[src/rtl/noc_pkg.sv]
// rtl/noc_pkg.sv - NoC command encodings, control-byte layout and message-tx FSM states
// NOC_MSG_TX_CSUM_EN adds the CSUM state to the tx FSM.
package noc_pkg;

  typedef enum logic [2:0] {
    CMD_NOP       = 3'd0,
    CMD_READ      = 3'd1,
    CMD_WRITE     = 3'd2,
    CMD_WRITE_RSP = 3'd4,
    CMD_MESSAGE   = 3'd5
  } noc_cmd_e;

  // Control byte layout: {alen[7:6], dlen[5:3], cmd[2:0]}
  localparam int CTL_CMD_LSB  = 0;
  localparam int CTL_DLEN_LSB = 3;
  localparam int CTL_ALEN_LSB = 6;

  function automatic logic [7:0] noc_ctl_byte(input logic [1:0] alen, input logic [2:0] dlen,
                                              input noc_cmd_e cmd);
    logic [7:0] r;
    r = '0;
    r[CTL_ALEN_LSB +: 2] = alen;
    r[CTL_DLEN_LSB +: 3] = dlen;
    r[CTL_CMD_LSB +: 3]  = cmd;
    return r;
  endfunction

  function automatic logic [7:0] xor_bytes(input logic [63:0] w);
    logic [7:0] x;
    x = '0;
    for (int i = 0; i < 8; i++) x = x ^ w[i*8 +: 8];
    return x;
  endfunction

  typedef enum logic [2:0] {
    ST_IDLE = 3'd0,
    ST_REQ  = 3'd1,
    ST_CTL  = 3'd2,
    ST_DID  = 3'd3,
    ST_SID  = 3'd4,
    ST_IDX  = 3'd5,
    ST_DATA = 3'd6
`ifdef NOC_MSG_TX_CSUM_EN
    , ST_CSUM = 3'd7
`endif
  } tx_state_e;

endpackage

[src/rtl/noc_msg_fifo.sv]
// rtl/noc_msg_fifo.sv - result FIFO with extra-bit wrapping pointers
module noc_msg_fifo
#(
  parameter int WIDTH = 72,
  parameter int DEPTH = 8
) (
  input  logic                     clk,
  input  logic                     reset,
  input  logic                     i_push,
  input  logic [WIDTH-1:0]         i_wdata,
  input  logic                     i_pop,
  output logic [WIDTH-1:0]         o_rdata,
  output logic [$clog2(DEPTH):0]   o_count,
  output logic                     o_full,
  output logic                     o_empty
);
  localparam int AW = $clog2(DEPTH);

  logic [WIDTH-1:0] r_mem [DEPTH];
  logic [AW:0]      r_wptr;
  logic [AW:0]      r_rptr;
  logic             w_do_push;
  logic             w_do_pop;

  assign o_count   = r_wptr - r_rptr;
  assign o_empty   = (r_wptr == r_rptr);
  assign o_full    = (r_wptr[AW] != r_rptr[AW]) && (r_wptr[AW-1:0] == r_rptr[AW-1:0]);
  assign w_do_pop  = i_pop && !o_empty;
  // A pop in the same cycle frees the slot, so a push to a full FIFO is still accepted.
  assign w_do_push = i_push && (!o_full || w_do_pop);
  assign o_rdata   = r_mem[r_rptr[AW-1:0]];

  always_ff @(posedge clk) begin
    if (w_do_push) r_mem[r_wptr[AW-1:0]] <= i_wdata;
  end

  always_ff @(posedge clk or posedge reset) begin
    if (reset) begin
      r_wptr <= '0;
      r_rptr <= '0;
    end else begin
      if (w_do_push) r_wptr <= r_wptr + 1'b1;
      if (w_do_pop)  r_rptr <= r_rptr + 1'b1;
    end
  end

endmodule

[src/rtl/noc_msg_tx.sv]
// rtl/noc_msg_tx.sv - buffers perm result words and sends each as a NoC MESSAGE packet
// NOC_MSG_TX_CSUM_EN appends an XOR checksum byte after the data bytes.
module noc_msg_tx
  import noc_pkg::*;
#(
  parameter int FIFO_DEPTH  = 8,
  parameter int BLOCK_WORDS = 25
) (
  input  logic        clk,
  input  logic        reset,
  input  logic        pushout,
  input  logic        firstout,
  input  logic [63:0] dout,
  output logic        stopout,
  input  logic [7:0]  dest_id,
  input  logic [7:0]  src_id,
  output logic        tx_req,
  input  logic        tx_gnt,
  output logic        noc_from_dev_ctl,
  output logic [7:0]  noc_from_dev_data,
  output logic        overflow
);
  localparam int         CW       = $clog2(FIFO_DEPTH) + 1;
  localparam logic [7:0] LAST_IDX = 8'(BLOCK_WORDS - 1);
  localparam logic [7:0] MSG_CTL  = noc_ctl_byte(2'b00, 3'b011, CMD_MESSAGE);

  logic [7:0]    w_idx;
  logic [7:0]    r_last_idx;
  logic          w_pop;
  logic          w_full;
  logic          w_empty;
  logic [CW-1:0] w_count;
  logic [71:0]   w_head;
  logic [63:0]   w_head_data;
  logic [7:0]    w_head_idx;
  logic [2:0]    w_next_byte;
  tx_state_e     r_state;
  logic [2:0]    r_byte;
  logic          r_tx_req;
  logic          r_ctl;
  logic [7:0]    r_data;
  logic          r_overflow;

  assign w_idx       = firstout ? 8'd0 : (r_last_idx == LAST_IDX) ? 8'd0 : r_last_idx + 8'd1;
  assign w_head_idx  = w_head[71:64];
  assign w_head_data = w_head[63:0];
  assign w_next_byte = r_byte + 3'd1;

  noc_msg_fifo #(.WIDTH(72), .DEPTH(FIFO_DEPTH)) u_fifo (
    .clk     (clk),
    .reset   (reset),
    .i_push  (pushout),
    .i_wdata ({w_idx, dout}),
    .i_pop   (w_pop),
    .o_rdata (w_head),
    .o_count (w_count),
    .o_full  (w_full),
    .o_empty (w_empty)
  );

  // The head entry stays in place for the whole packet and is released on its final byte.
`ifdef NOC_MSG_TX_CSUM_EN
  assign w_pop = (r_state == ST_CSUM);
`else
  assign w_pop = (r_state == ST_DATA) && (r_byte == 3'd7);
`endif

  assign stopout           = (w_count >= CW'(FIFO_DEPTH - 2));
  assign overflow          = r_overflow;
  assign tx_req            = r_tx_req;
  assign noc_from_dev_ctl  = r_ctl;
  assign noc_from_dev_data = r_data;

  always_ff @(posedge clk or posedge reset) begin
    if (reset) begin
      r_last_idx <= '0;
      r_overflow <= 1'b0;
    end else begin
      if (pushout) r_last_idx <= w_idx;
      if (pushout && w_full && !w_pop) r_overflow <= 1'b1;
    end
  end

  always_ff @(posedge clk or posedge reset) begin
    if (reset) begin
      r_state  <= ST_IDLE;
      r_byte   <= '0;
      r_tx_req <= 1'b0;
      r_ctl    <= 1'b1;
      r_data   <= 8'h00;
    end else begin
      case (r_state)
        ST_IDLE: if (!w_empty) begin
          r_state  <= ST_REQ;
          r_tx_req <= 1'b1;
        end
        ST_REQ: if (tx_gnt) begin
          r_state <= ST_CTL;
          r_data  <= MSG_CTL;
        end
        ST_CTL: begin
          r_state <= ST_DID;
          r_ctl   <= 1'b0;
          r_data  <= dest_id;
        end
        ST_DID: begin
          r_state <= ST_SID;
          r_data  <= src_id;
        end
        ST_SID: begin
          r_state <= ST_IDX;
          r_data  <= w_head_idx;
        end
        ST_IDX: begin
          r_state <= ST_DATA;
          r_byte  <= '0;
          r_data  <= w_head_data[7:0];
        end
        ST_DATA: if (r_byte != 3'd7) begin
          r_byte <= w_next_byte;
          r_data <= w_head_data[{w_next_byte, 3'b000} +: 8];
        end else begin
`ifdef NOC_MSG_TX_CSUM_EN
          r_state <= ST_CSUM;
          r_data  <= xor_bytes(w_head_data);
`else
          r_state  <= ST_IDLE;
          r_tx_req <= 1'b0;
          r_ctl    <= 1'b1;
          r_data   <= 8'h00;
`endif
        end
`ifdef NOC_MSG_TX_CSUM_EN
        ST_CSUM: begin
          r_state  <= ST_IDLE;
          r_tx_req <= 1'b0;
          r_ctl    <= 1'b1;
          r_data   <= 8'h00;
        end
`endif
        default: begin
          r_state  <= ST_IDLE;
          r_tx_req <= 1'b0;
          r_ctl    <= 1'b1;
          r_data   <= 8'h00;
        end
      endcase
    end
  end

endmodule

[config.mk]
export PLATFORM = sky130hd
export DESIGN_NAME = noc_msg_tx
export DESIGN_NICKNAME = d
export VERILOG_FILES = /design/src/rtl/noc_pkg.sv /design/src/rtl/noc_msg_fifo.sv /design/src/rtl/noc_msg_tx.sv
export SDC_FILE = /design/constraint.sdc
export NUM_CORES = 1
export LEC_CHECK = 0
export CAP_MARGIN = 20
export CORE_MARGIN = 2
export CORE_UTILIZATION = 60
export CTS_CLUSTER_DIAMETER = 200
export DETAILED_ROUTE_END_ITERATION = 7
export PLACE_DENSITY_LB_ADDON = 0.3
export SKIP_CTS_REPAIR_TIMING = 1
export SYNTH_ARGS = -nofsm -noshare
export SYNTH_HDL_FRONTEND = slang
export SYNTH_HIERARCHICAL = 1
export SYNTH_SLANG_ARGS = --single-unit
[constraint.sdc]
create_clock -name clk -period 9.5 [get_ports clk]
set_input_delay 1.9 -clock clk [delete_from_list [all_inputs] [get_ports clk]]
set_output_delay 1.9 -clock clk [all_outputs]
set_load 0.02 [all_outputs]
=== Yosys cells after proc, flatten, opt, wreduce, memory -nomap -nowiden ===
Memories as Yosys holds them, arrays and structs flattened.
Index checks and enable logic that the tools add are counted.

* Add/subtract/negate cells: 5
* $lt $le $gt $ge: 1
* Equal/unequal tests: 16
* Shift operators: 1
* Multiplexer cells: 18
* Bitwise logic cells: 3
* Reductions and logical operators: 19

{| class="wikitable"
|+ Operator list
! kind !! count
|-
| indexed part select 64 x 7 -> 8 bit || 1
|-
| case mux 8 bit (7 select lines) || 1
|-
| two-way mux 8 bit || 4
|-
| case mux 3 bit (7 select lines) || 1
|-
| equality test 3 bit (second input constant) || 4
|-
| two-way mux 3 bit || 4
|-
| OR reduction 5 bit || 2
|-
| adder 4 x 1 -> 4 bit (second input constant) || 2
|-
| adder 8 x 1 -> 8 bit (second input constant) || 1
|-
| equality test 8 x 5 -> 1 bit (second input constant) || 1
|-
| equality test 3 x 2 -> 1 bit (second input constant) || 2
|-
| logical AND 1 bit || 6
|-
| != test 2 bit (second input constant) || 3
|-
| case mux 1 bit (3 select lines) || 2
|-
| case mux 3 bit (2 select lines) || 1
|-
| AND reduction 2 bit || 3
|-
| AND reduction 3 bit || 2
|-
| two-way mux 1 bit || 5
|-
| equality test 4 bit || 1
|-
| >= comparator 4 x 3 -> 1 bit (second input constant) || 1
|-
| subtractor 4 bit || 1
|-
| adder 3 x 1 -> 3 bit (second input constant) || 1
|-
| equality test 3 x 1 -> 1 bit (second input constant) || 1
|-
| equality test 3 bit || 1
|-
| 8 further kinds || 12
|}

* Flip-flop bits (word level): 33
* RAM bits: 576
* Input port bits: 85
* Output and inout port bits: 12
* Logic and storage cells: 73
* Memories kept: 1

{| class="wikitable"
|+ Memories
! memory !! depth !! width !! rd ports !! clocked after memory_dff !! write ports !! line !! RTL
|-
| u_fifo.r_mem || 8 || 72 || 1 || 0 || 1 || noc_msg_fifo.sv:19 || <nowiki>logic [WIDTH-1:0] r_mem [DEPTH];</nowiki>
|}

=== Logic depth before layout (Yosys ltp) ===
Gate-level depths: netlist of the first run.

* Depth in word-level cells: 7
* Depth in mapped cells: 9
* Gate-level depth less buffers: 7

=== Modules after synthesis ===
Netlist of the first run, hierarchy kept.

{| class="wikitable"
|+ Modules (own cells, without submodules)
! module !! instances !! cells an instance !! area an instance (µm²) !! seq. area each (µm²)
|-
| noc_msg_fifo || 1 || 1044 || 22236.3 || 17496.8
|-
| noc_msg_tx || 1 || 205 || 2073.2 || 626.9
|}

=== Worst setup path after synthesis of the first run ===
No wires, ideal clock.

* Path type: input to register
* From: input port pushout
* To: memory u_fifo.r_mem[2][0] (enable)
* Setup time: 590 ps
* Arrival: 6938 ps
* Required time: 8910 ps
* Setup slack: 1971 ps
* Cell stages on the path: 2
* Path buffers: 0
* Path through: o311ai_2 -> nor3_1

* Cells in the longest elaborated chain, start to end: 3

{| class="wikitable"
|+ Ends and longest elaborated chain
! what !! line !! RTL
|-
| start: declaration || noc_msg_tx.sv:11 || <nowiki>input logic pushout,</nowiki>
|-
| logical AND 1 bit || noc_msg_fifo.sv:30 || <nowiki>assign w_do_push = i_push && (!o_full || w_do_pop);</nowiki>
|-
| two-way mux 1 bit || noc_msg_fifo.sv:34 || <nowiki>if (w_do_push) r_mem[r_wptr[AW-1:0]] <= i_wdata;</nowiki>
|-
| two-way mux 1 bit (implied by the code) || noc_msg_fifo.sv:34 ||
|-
| end: declaration || noc_msg_fifo.sv:19 ||
|}

No other way between the ends.

=== Worst setup path after layout of the first run ===
* From: register u_fifo.r_rptr[1]
* To: output port stopout

* Cells in the longest elaborated chain, start to end: 2

{| class="wikitable"
|+ Ends and longest elaborated chain
! what !! line !! RTL
|-
| start: declaration || noc_msg_fifo.sv:21 || <nowiki>logic [AW:0] r_rptr;</nowiki>
|-
| start signal: assignment || noc_msg_fifo.sv:43 || <nowiki>if (w_do_pop) r_rptr <= r_rptr + 1'b1;</nowiki>
|-
| subtractor 4 bit || noc_msg_fifo.sv:25 || <nowiki>assign o_count = r_wptr - r_rptr;</nowiki>
|-
| net w_count[3] || noc_msg_tx.sv:32 || <nowiki>logic [CW-1:0] w_count;</nowiki>
|-
| >= comparator 4 x 3 -> 1 bit || noc_msg_tx.sv:68 || <nowiki>assign stopout = (w_count >= CW'(FIFO_DEPTH - 2));</nowiki>
|-
| end: declaration || noc_msg_tx.sv:14 || <nowiki>output logic stopout,</nowiki>
|}

The timed path passes the listed nets, and every way through them passes these cells.

==> qor.txt, run 1 <==
Outcome: complete, no violations
Total GRT Usage: 24.9%
Kind of critical path: register to output port
Worst endpoint required time: 7.60 ns
I/O Pins: 97
Nets: 1,460
Vias in the first global route: 12,400
CTS Buffer Depth: 3
First-pass GRT wire length: 76.2 mm
WP buf/inv: 2
Fin. max-slew vios: 0
Worst VDD drop: 159 uV
Max Fclk: 198 MHz
Layout Skew: 0.00993 ns
Dpl cells: 1,826
FILL cells: 2,444
Actual slew at the worst max-slew pin: 1.04 ns
TritonRoute pass-1 iters: 5
Die area: 42,100 sq um
Routed vias: 12,300
CTS tree: built
Hold Path Class: register to register
Initial antenna violation count: 1
Syn Nets: 1,343
Crit end category: output port
Crit-path max FO: 49
Max stage delay cell, worst path: dfrtp_4
CP Data Arrival Time: 3.15 ns
CTS root buffer: clkbuf_16
Crit-path max cell delay: 0.91 ns
Final min period: 5.05 ns
CP Cell Sequence: inv_1 -> ha_1 -> a21o_1 -> a21oi_1 -> xnor2_1 -> a21o_1 -> clkdlybuf4s50_1
H-tree depth: 2
Drt wl/cell: 26.2 microns
Pwr/cell area: 266 nW/um^2
Post-Syn Instances: 1,248
Final Setup Violations: 0
Avg Vias per Cell: 6.34
Routability Congestion: 0.816
Port buffer count: 96
Largest net degree at the start of global routing: 74
Crit path launch type: register
Syn_area_per_cell: 19.5 sq um
Final setup margin: 4.45 ns
Delay-heaviest family, CP: flip-flops
Final Cycle Share: 53.1%
Synth-to-Final Area Change: 14.5%
Number of buffers created by CTS: 59
Post-Syn Area: 24,300 sq um
Post-Place Worst Slack: 4.24 ns
Clk_lat worst skew: 0.61 ns
Clock Pin Slew Worst Setup and Hold Paths: 0.06 ns
Initial Util: 61.0%
Final hold violations: 0
Clock sinks: 609
Non-Filler Instances: 1,936
Post-DP HPWL: 28.3 mm
Fraction of layout cells with a size suffix above 1: 20.8%
Final WL: 50.8 mm
GRT overflow: 0
Static leakage: 0.00915 uW
RSZ-0062 raised after global routing: no
Yosys warns: 6
Die Wd: 205 microns
Cell mode on critical path: a21o_1
Chip height: 205 microns
Final ANT Viol Nets: 0
MaxCap Viol Count: 0
Site Rows: 73
Ant diodes: 0
Setup TNS Final: 0 ns
Slew Limit Headroom: 30.5%
Core area: 39,800 sq um
Fin util: 69.9%
DR iter-0 viols: 1,385
Drt drc: 0
==> power by group <==
part | internal (uW) | leakage [uW] | switching, uW
Clock | 1430 | 0.000979 | 976
Combinational | 607 | 0.00251 | 829
Sequential | 3390 | 0.00565 | 174
Total | 5430 | 0.00915 | 1980
==> per-stage QoR <==
| step | hold WS [ns] | total power [uW] | area, sq um |
|---|---|---|---|
| after floorplan | 0.477 | 4550 | 24300 |
| after global placement | 0.479 | 4960 | 25700 |
| after detailed placement | 0.480 | 5020 | 25700 |
| after CTS | 0.497 | 7430 | 27700 |
| after global routing | 0.516 | 7660 | 27800 |
| final | 0.503 | 7410 | 27800 |
==> worst paths after layout <==
| check | from | end | slack, ns | cells after the start |
|---|---|---|---|---|
| min in group asynchronous | reset | r_last_idx[6] | 1.55 | 2 |
| max | u_fifo/r_rptr[1] | stopout | 4.45 | 7 |
| max reg2reg | r_byte[0] | u_fifo/r_mem[5][36] | 5.05 | 8 |
| min reg2reg | overflow | overflow | 0.50 | 1 |
| min | overflow | overflow | 0.50 | 1 |
| max in group asynchronous | reset | noc_from_dev_ctl | 7.48 | 3 |
==> placed cells by master (no fill, tap or decap), types with 12 or more instances in the layout <==
cell type,n
buf_4,19
clkdlybuf4s50_1,96
nor2_1,23
mux4_2,152
mux2_2,12
clkinv_1,13
clkbuf_16,61
o21ai_0,14
nand2_1,240
clkinv_2,14
dfrtp_1,29
edfxtp_1,576
inv_1,16
==> final cells by class <==
class	instances	area (sq um)	share of cell area (%)
repair buffers	118	1190	4.26
flip-flops and latches	609	18100	65.2
clock inverters	41	450	1.62
inverters	17	63.8	0.229
multi-input cells	560	5780	20.8
clock buffers	66	1550	5.55
well taps	525	657	2.36
==> layer usage <==
layer  GRT usage, %  share of wire, %  wire length (microns)
met4           9.15               3.0                   1510
met3           4.67               7.9                   4010
met1           36.0                41                  20600
met2           38.9                48                  24600
met5              0             0.026                     13
==> state kept, by name (all words and copies together), names as in the netlist <==
register / flops
u_fifo/r_mem: 576
noc_from_dev_data: 8
overflow: 1
u_fifo/r_wptr: 4
u_fifo/r_rptr: 4
r_state: 3
tx_req: 1
noc_from_dev_ctl: 1
r_last_idx: 8
r_byte: 3
No activity file was read; power rests on OpenSTA's default activity.
==> run 2: changes to the inputs <==
--- a/config.mk
+++ b/config.mk
@@ -7,7 +7,7 @@
 export LEC_CHECK = 0
 export CAP_MARGIN = 20
 export CORE_MARGIN = 2
-export CORE_UTILIZATION = 60
+export CORE_UTILIZATION = 55
 export CTS_CLUSTER_DIAMETER = 200
 export DETAILED_ROUTE_END_ITERATION = 7
 export PLACE_DENSITY_LB_ADDON = 0.3
==> constraint.sdc (replaced) <==
create_clock -name clk -period 4.3 [get_ports clk]
set_input_delay 0.86 -clock clk [delete_from_list [all_inputs] [get_ports clk]]
set_output_delay 0.86 -clock clk [all_outputs]
set_load 0.02 [all_outputs]
==> run 2 against run 1 <==
  * Clock skew rose by 0.012 ns
  * Combinational power rose by 130%
  * Design area rose by 1.5%
  * Hold slack got worse by 0.0031 ns
  * Core utilization fell by 5.6 points
  * Sequential cell count did not move
  * Global-route usage fell by 1.8 points
  * Register-to-register slack got worse by 4.0 ns
  * Largest cell class unchanged
  * First-iteration DRC count fell by 5.0%
  * Cell count rose by 4.9%
  * Die area rose by 8.9%
==> qor.txt, run 2 (same netlist as run 1, synthesis figures left out) <==
Static leakage: 0.00930 uW (+1.7%)
Routed vias: 12,300 (+0.34%)
Fin. max-slew vios: 0 (unchanged)
Clock Pin Slew Worst Setup and Hold Paths: 0.06 ns (about the same)
Max Fclk: 268 MHz
Chip height: 214 microns (+4.4%)
Worst endpoint required time: 3.44 ns (-4.16 ns)
Die Wd: 214 microns (+4.4%)
Crit-path max cell delay: 0.60 ns (-0.31 ns)
TritonRoute pass-1 iters: 5 (unchanged)
Min-delay src: overflow
CP Data Arrival Time: 2.88 ns (-0.27 ns)
Outcome: complete, no violations
Largest net degree at the start of global routing: 73 (-1.4%)
Most common cell after layout, fill and taps aside: edfxtp_1
Drt drc: 0 (unchanged)
Number of buffers created by CTS: 60 (+1.7%)
Final hold violations: 0 (unchanged)
Crit end category: output port
CTS Buffer Depth: 3 (unchanged)
Clock sinks: 609 (unchanged)
Hold Path Class: register to register
DR iter-0 viols: 1,316 (-5.0%)
Port buffer count: 96 (unchanged)
Most frequent cells in the layout: edfxtp_1 (576), nand2_1 (240), mux4_2 (152), clkdlybuf4s50_1 (96), clkbuf_16 (61)
Non-Filler Instances: 2,030 (+4.9%)
I/O Pins: 97 (unchanged)
Final WL: 51.7 mm (+1.8%)
Fraction of layout cells with a size suffix above 1: 21.9% (+1.1 points)
Initial Util: 55.3% (-5.7 points)
Avg Vias per Cell: 6.07 (-4.3%)
Worst VDD drop: 376 uV (+140%)
Final Setup Violations: 0 (unchanged)
FILL cells: 2,988 (+22%)
MaxCap Viol Count: 0 (unchanged)
Final ANT Viol Nets: 0 (unchanged)
Core area: 43,900 sq um (+10%)
Crit-path max FO: 7 (-86%)
Vias in the first global route: 12,600 (+1.7%)
Clk_lat worst skew: 0.62 ns (about the same)
Worst Setup SP: u_fifo/r_wptr[0]
Die area: 45,900 sq um (+8.9%)
Site Rows: 77 (+5.5%)
Pwr/cell area: 586 nW/um^2 (+120%)
Max stage delay cell, worst path: clkdlybuf4s50_1
Layout Skew: 0.0216 ns (+0.0117 ns)
Reg2reg start: r_state[2]
CTS tree: built
Total GRT Usage: 23.1% (-1.8 points)
GRT overflow: 0 (unchanged)
Drt wl/cell: 25.5 microns (-2.9%)
Crit path launch type: register
CTS root buffer: clkbuf_16
Final min period: 3.74 ns
Routability Congestion: 0.797 (-2.3%)
Initial antenna violation count: 1 (unchanged)
Hold Slack: 0.500 ns (-0.00307 ns)
CP Cell Sequence: inv_1 -> ha_1 -> fa_1 -> xnor2_1 -> a21o_1 -> clkdlybuf4s50_1
Actual slew at the worst max-slew pin: 0.952 ns (-0.0902 ns)
Dpl cells: 1,915 (+4.9%)
Synth-to-Final Area Change: 16.2%
Final Cycle Share: 86.9%
Post-DP HPWL: 29.9 mm (+5.5%)
Slew Limit Headroom: 36.5% (+6.0 points)
Nets: 1,481 (+1.4%)
Kind of critical path: register to output port
Max reg flops: 576 (unchanged)
First-pass GRT wire length: 78.7 mm (+3.2%)
Worst Reg-to-Reg Cells: 7 (-1)
Hold Crit Depth: 1 (unchanged)
H-tree depth: 2 (unchanged)
RSZ-0062 raised after global routing: no
## run 2: changes by cell type in the layout (fill, tap and decap cells not counted), sizes merged
cell,before,now
buf,22,42
bufinv,10,11
clkbuf,66,72
clkinv,28,25
diode,0,1
inv,17,19
## run 2: layer usage
layer	wire (microns)	track usage, %	share of wire (%)
met1	21600	33.7	42
met2	25000	36.5	48
met3	3630	3.50	7.0
met4	1480	7.94	2.9
met5	0	0	0
## run 2: critical path: cells and delay by family (launching register included)
| family | cells | cell delay (ns) |
|---|---|---|
| buffers and inverters | 2 | 0.73 |
| xor gates and xnor gates | 1 | 0.16 |
| DFF | 1 | 0.58 |
| AOI/OAI and AO/OA | 1 | 0.14 |
| adders and majority gates | 2 | 0.64 |
## run 2: layout make-up
class	instances	area [sq um]	area share (%)
multi-input combinational	560	5800	20.5
tap	592	741	2.62
clock inverter	41	480	1.70
sequential	609	18100	64.2
antenna	1	2.50	0.00886
timing repair buffer	138	1460	5.17
clock buffer	72	1570	5.55
inverter	17	63.8	0.226
## run 2: path summary, 6_finish.rpt
path	endpoint	slack, ns
worst max-delay path	stopout	0.56
worst min register to register	overflow	0.50
min in group asynchronous	u_fifo/r_rptr[3]	0.53
worst min-delay path	overflow	0.50
max in group asynchronous	noc_from_dev_ctl	3.20
worst max register to register	u_fifo/r_mem[1][67]	1.02
## run 2: report_power, final
group          switching, uW  internal [uW]
Sequential               352           7470
Clock                   2160           3250
Combinational           1880           1430
Total                   4400          12200
## run 2: metrics by stage
stage	setup slack (ns)	power, uW	util [%]	TNS (ns)	instance area [sq um]
finish	0.564	16500	64.3	0	28200
global route	0.467	17200	64.3	0	28200
CTS	0.528	16700	64.2	0	28200
detailed placement	0.877	11300	59.6	0	26200
global placement	0.912	11100	59.6	0	26200
floorplan	-0.865	10000	-	-367.03	24300
